File: src/rtl/rtc_cmd_pkg.sv
// rtl/rtc_cmd_pkg.sv - opcodes, payload lengths, state and error encodings for the RTC command loader
package rtc_cmd_pkg;

    localparam logic [7:0] OP_SET_TIME  = 8'h01;
    localparam logic [7:0] OP_SET_CAL   = 8'h02;
    localparam logic [7:0] OP_SET_ALARM = 8'h03;
    localparam logic [7:0] OP_ALARM_EN  = 8'h04;

    localparam logic [2:0] LEN_SET_TIME  = 3'd3;
    localparam logic [2:0] LEN_SET_CAL   = 3'd5;
    localparam logic [2:0] LEN_SET_ALARM = 3'd4;
    localparam logic [2:0] LEN_ALARM_EN  = 3'd1;

    localparam logic [1:0] ERR_OPCODE  = 2'b01;
    localparam logic [1:0] ERR_RANGE   = 2'b10;
    localparam logic [1:0] ERR_TIMEOUT = 2'b11;

    typedef enum logic [1:0] {
        ST_IDLE    = 2'd0,
        ST_PAYLOAD = 2'd1,
        ST_COMMIT  = 2'd2
    } state_t;

    // A zero length marks an opcode the loader does not recognise.
    function automatic logic [2:0] payload_len(input logic [7:0] op);
        case (op)
            OP_SET_TIME:  payload_len = LEN_SET_TIME;
            OP_SET_CAL:   payload_len = LEN_SET_CAL;
            OP_SET_ALARM: payload_len = LEN_SET_ALARM;
            OP_ALARM_EN:  payload_len = LEN_ALARM_EN;
            default:      payload_len = 3'd0;
        endcase
    endfunction

endpackage

File: src/rtl/rtc_field_check.sv
// rtl/rtc_field_check.sv - combinational range validator for decoded command fields
// Only the leading four payload bytes carry range-checked fields; the year bytes are never checked.
module rtc_field_check
    import rtc_cmd_pkg::*;
(
    input  logic [7:0]      opcode,
    input  logic [3:0][7:0] fields,
    output logic            pass
);

    always_comb begin
        pass = 1'b0;
        case (opcode)
            OP_SET_TIME:  pass = (fields[0] <= 8'd23) && (fields[1] <= 8'd59) && (fields[2] <= 8'd59);
            OP_SET_CAL:   pass = (fields[0] >= 8'd1) && (fields[0] <= 8'd31) &&
                                 (fields[1][3:0] <= 4'd6) &&
                                 (fields[2] >= 8'd1) && (fields[2] <= 8'd12);
            // Alarm day 0 means any day, weekday 7 means any weekday.
            OP_SET_ALARM: pass = (fields[0] <= 8'd23) && (fields[1] <= 8'd59) &&
                                 (fields[2] <= 8'd31) && (fields[3] <= 8'd7);
            OP_ALARM_EN:  pass = 1'b1;
            default:      pass = 1'b0;
        endcase
    end

endmodule

File: src/rtl/rtc_cmd_loader.sv
// rtl/rtc_cmd_loader.sv - byte-stream command decoder driving the RTC set buses
module rtc_cmd_loader
    import rtc_cmd_pkg::*;
#(
    parameter int TIMEOUT_CYC = 1000,
    parameter int TO_W        = 10
) (
    input  logic        clk,
    input  logic        rst_n,
    input  logic        in_valid,
    input  logic [7:0]  in_data,
    output logic        in_ready,
    output logic        set_time,
    output logic        set_cal,
    output logic [23:0] set_full_time,
    output logic [35:0] set_full_cal,
    output logic [27:0] set_alarm_time,
    output logic        intr_alarm,
    output logic        err,
    output logic [1:0]  err_code
);

    state_t          state;
    logic [7:0]      opcode;
    logic [2:0]      idx;
    logic [4:0][7:0] pay_buf;
    logic [TO_W-1:0] to_cnt;
    logic            accept;
    logic            checks_ok;

    assign in_ready = (state != ST_COMMIT);
    assign accept   = in_valid && in_ready;

    rtc_field_check u_field_check (
        .opcode (opcode),
        .fields (pay_buf[3:0]),
        .pass   (checks_ok)
    );

    always_ff @(posedge clk or negedge rst_n) begin
        if (!rst_n) begin
            state          <= ST_IDLE;
            opcode         <= 8'h00;
            idx            <= 3'd0;
            pay_buf        <= '0;
            to_cnt         <= '0;
            set_time       <= 1'b0;
            set_cal        <= 1'b0;
            set_full_time  <= '0;
            set_full_cal   <= '0;
            set_alarm_time <= '0;
            intr_alarm     <= 1'b0;
            err            <= 1'b0;
            err_code       <= 2'b00;
        end else begin
            set_time <= 1'b0;
            set_cal  <= 1'b0;
            err      <= 1'b0;
            case (state)
                ST_IDLE: begin
                    if (accept) begin
                        if (payload_len(in_data) != 3'd0) begin
                            opcode <= in_data;
                            idx    <= 3'd0;
                            to_cnt <= '0;
                            state  <= ST_PAYLOAD;
                        end else begin
                            err      <= 1'b1;
                            err_code <= ERR_OPCODE;
                        end
                    end
                end
                ST_PAYLOAD: begin
                    if (accept) begin
                        pay_buf[idx] <= in_data;
                        idx          <= idx + 3'd1;
                        to_cnt       <= '0;
                        if (idx == payload_len(opcode) - 3'd1)
                            state <= ST_COMMIT;
                    end else if (to_cnt >= TO_W'(TIMEOUT_CYC - 1)) begin
                        // Parked at the limit so a stalled command never wraps the counter.
                        to_cnt   <= TO_W'(TIMEOUT_CYC);
                        state    <= ST_IDLE;
                        err      <= 1'b1;
                        err_code <= ERR_TIMEOUT;
                    end else begin
                        to_cnt <= to_cnt + 1'b1;
                    end
                end
                ST_COMMIT: begin
                    state <= ST_IDLE;
                    if (checks_ok) begin
                        case (opcode)
                            OP_SET_TIME: begin
                                set_full_time <= {pay_buf[0], pay_buf[1], pay_buf[2]};
                                set_time      <= 1'b1;
                            end
                            OP_SET_CAL: begin
                                set_full_cal <= {pay_buf[0], pay_buf[1][3:0], pay_buf[2],
                                                 pay_buf[3], pay_buf[4]};
                                set_cal      <= 1'b1;
                            end
                            OP_SET_ALARM:
                                set_alarm_time <= {pay_buf[0], pay_buf[1], pay_buf[2], pay_buf[3][3:0]};
                            default:
                                intr_alarm <= pay_buf[0][0];
                        endcase
                    end else begin
                        err      <= 1'b1;
                        err_code <= ERR_RANGE;
                    end
                end
                default: state <= ST_IDLE;
            endcase
        end
    end

endmodule
File: config.mk
export PLATFORM = sky130hd
export DESIGN_NAME = rtc_cmd_loader
export DESIGN_NICKNAME = d
export VERILOG_FILES = /design/src/rtl/rtc_cmd_pkg.sv /design/src/rtl/rtc_field_check.sv /design/src/rtl/rtc_cmd_loader.sv
export SDC_FILE = /design/constraint.sdc
export NUM_CORES = 1
export LEC_CHECK = 0
export BUFFER_PORTS_ARGS = -buffer_cell sky130_fd_sc_hd__buf_4
export CORE_AREA = 2 2 112 114
export CTS_CLUSTER_SIZE = 20
export DETAILED_ROUTE_END_ITERATION = 7
export DIE_AREA = 0 0 114 116
export GPL_TIMING_DRIVEN = 0
export HOLD_SLACK_MARGIN = 0.15
export PLACE_DENSITY = 0.81
export SYNTH_ARGS = -nofsm -noshare
export SYNTH_HDL_FRONTEND = slang
export SYNTH_SLANG_ARGS = --single-unit
File: constraint.sdc
create_clock -name clk -period 6.68 [get_ports clk]
set_input_delay 0 -clock clk [delete_from_list [all_inputs] [get_ports clk]]
set_output_delay 0 -clock clk [all_outputs]
set_load 0.1 [all_outputs]
==> metrics.yaml <==
start_util: 0.549
layout_common_cells: "157 x dfrtp_1, 104 x buf_4, 87 x mux2_2"
chipHeight_um: 116
worstPathArrival_ns: 3.63
fin_crit_sh: 0.498
fp-row-count: 40
dp_hpwl_mm: 9.60
ys_seq_elements: 157
min_from: "in_data[6]"
drc: 0
grt_max_degree: 101
fin_nets: 636
area_growth_pct: 26.8
reg2reg_depth: 7
fin_skew_ns: 0.00498
grtUsageMet3: 0.0544
grt_pass1_vias: 4356
whs_path_depth: 3
antenna_cells: 0
syn_avg_cell_area_um2: 13.6
fin_crit_ns: 3.32
synth.largest_area_cell: "dfrtp_1"
yosys.area.top_type_share: 0.601
slew_headroom: 0.410
clock-sinks: 157
endpoint_kind: "flip-flop"
path_max_fanout: 10
synth_ff_type: "dfrtp_1"
numCtsBuffers: 17
overflow: 0
synth-edff-count: 0
power.leakage_uw: 0.00437
multi_input_area_um2: 2440
ios: 106
clock_latency_ns: 0.42
die_area_um2: 13200
drt-total-wl_mm: 14.3
synth_cell_types: 50
grt_pass1_wl_mm: 22.9
ys_seq_area_frac: 0.601
final_common_cell: "dfrtp_1"
die_w_um: 114
cp-start-kind: "flip-flop"
fin_util: 0.696
powerDensity_nw_per_um2: 320
synth_fp_nets: 499
crit_required_ns: 6.98
cts_tree: "done"
timing.rr.start: "pay_buf[27]$_DFFE_PN0P_"
status: "finished clean"
top_usage_layer: "met2"
wl_per_cell_um: 18.4
antenna_found_initial: 0
grt_usage: 0.229
finalNonFillerCells: 777
coreArea_um2: 11900
hold_path_class: "input pin to flip-flop"
netlist_area_um2: 6530
via_per_inst: 5.55
power.total_uw: 2650
h-tree-depth: 4
drv_slew: 0
fill_cells: 808
drv_cap: 0
met2_usage: 0.382
dp_cells: 733
synth_area_leaders: "dfrtp_1 60%, mux2_2 15%, mux2_4 4.8%, nor2b_1 2.2%, nand2_1 1.6%"
gp_congestion: 0.861
min_to: "pay_buf[38]$_DFFE_PN0P_"
yosys_warnings: 0
drtIter0Drc: 302
via_count: 4315
antenna_left: 0
portBuffers: 105
rsz0062_at_grt: "no"
cts_setup_buffers: 0
holdWs_ns: 0.426
cts.reportedPaths.clkPinSlew_ns: 0.06
firstDrtPassIters: 4
fmax_ghz: 0.301
setup_tns_ns: 0
ff2ff_setup_slack_ns: 3.36
cts_buffer_depth: 2
worst_pin_slew_ns: 0.873
clock-root-buffer: "clkbuf_16"
irDropWorstVdd_mv: 0.199
grt_use_met1: 0.294
setup_violations: 0
reg2reg_to: "set_full_time[9]$_DFFE_PN0P_"
seq_area_um2: 3930
critPathKind: "flip-flop to flip-flop"
syn_inst: 480
drive_gt1_frac: 0.408
hold_violations: 0
async_flop_share: 1.00
-- area by class of cell --
| type | instances | area share |
|---|---|---|
| clock inverters | 11 | 0.0169 |
| inverters | 9 | 0.00408 |
| well taps | 147 | 0.0222 |
| flip-flops and latches | 157 | 0.474 |
| plain buffers | 20 | 0.0153 |
| clock buffers | 21 | 0.0568 |
| repair buffers | 118 | 0.116 |
| multi-input cells | 294 | 0.295 |
-- routing by layer --
| layer | wire [µm] | vias to the layer above |
|---|---|---|
| li1 | - | 1984 |
| met1 | 6210 | 2184 |
| met2 | 7140 | 121 |
| met3 | 650 | 26 |
| met4 | 265 | 0 |
| met5 | 0 | - |
-- through the flow --
stage | area, µm² | setup WS (ns)
after floorplan | 6530 | 3.89
after global placement | 7510 | 3.47
after detailed placement | 7540 | 3.42
after CTS | 8290 | 3.39
after global routing | 8290 | 3.22
final | 8290 | 3.36
-- timing repair --
action,CTS,global route
resized for setup,0,0
endpoints found under the hold margin,202,0
setup endpoints to repair,0,0
hold buffers,12,0
-- cells in the mapped netlist (4+ instances only) --
library cell and instances:
dfrtp_1 157, mux2_2 87, nand2_1 28, nor2b_1 23
mux2_4 21, nor2_1 16, o21ai_0 16, nand3_1 13
clkbuf_1 12, and2_1 9, inv_1 9, ha_1 8
and3_1 7, a21oi_1 6, nand4_1 6, nor3_1 6
or4_1 5, a22o_1 4, xor2_1 4
-- sequential cells by signal (all words and copies together) (netlist names), 2 cells and up --
signal	flops
err_code	2
idx	3
opcode	8
pay_buf	40
set_alarm_time	28
set_full_cal	36
set_full_time	24
state	2
to_cnt	10
-- worst max-delay path, cell delays in order (launching register included) --
cell and delay [ns]:
dfrtp_1 0.40, or4_1 0.56, or4_1 0.51, a21oi_2 0.20
nand3_1 0.14, nor3_2 0.58, buf_2 0.42, mux2_2 0.39
-- worst max path at each step --
| stage | startpoint | endpoint | slack (ns) |
|---|---|---|---|
| finish | pay_buf[27]$_DFFE_PN0P_ | set_full_time[9]$_DFFE_PN0P_ | 3.36 |
| global route | pay_buf[31]$_DFFE_PN0P_ | set_alarm_time[24]$_DFFE_PN0P_ | 3.22 |
| CTS | pay_buf[27]$_DFFE_PN0P_ | set_full_time[9]$_DFFE_PN0P_ | 3.39 |
| detailed placement | pay_buf[31]$_DFFE_PN0P_ | set_full_time[11]$_DFFE_PN0P_ | 3.42 |
| global placement | pay_buf[27]$_DFFE_PN0P_ | set_alarm_time[24]$_DFFE_PN0P_ | 3.47 |
| floorplan | pay_buf[27]$_DFFE_PN0P_ | set_full_cal[0]$_DFFE_PN0P_ | 3.89 |
-- where the power goes --
part	switching, µW	total [µW]	leakage [µW]	internal [µW]
Combinational	411	583	0.00192	172
Sequential	63.8	1090	0.00217	1020
Clock	368	982	0.000291	614
Total	843	2650	0.00437	1810
-- kinds of logic (layout without fill, tap and decap cells) --
group | count (synthesis) | count (layout) | synth area share
multiplexers | 109 | 109 | 0.200
XOR/XNOR | 6 | 6 | 0.00804
AO/OA/AOI/OAI | 47 | 47 | 0.0483
flip-flops | 157 | 157 | 0.601
adder cells (fa/ha/maj) | 8 | 8 | 0.0153
buffers and inverters | 29 | 179 | 0.0245
AND/OR/NAND/NOR | 124 | 124 | 0.103
Note: power is estimated with default switching activity, not from simulation.
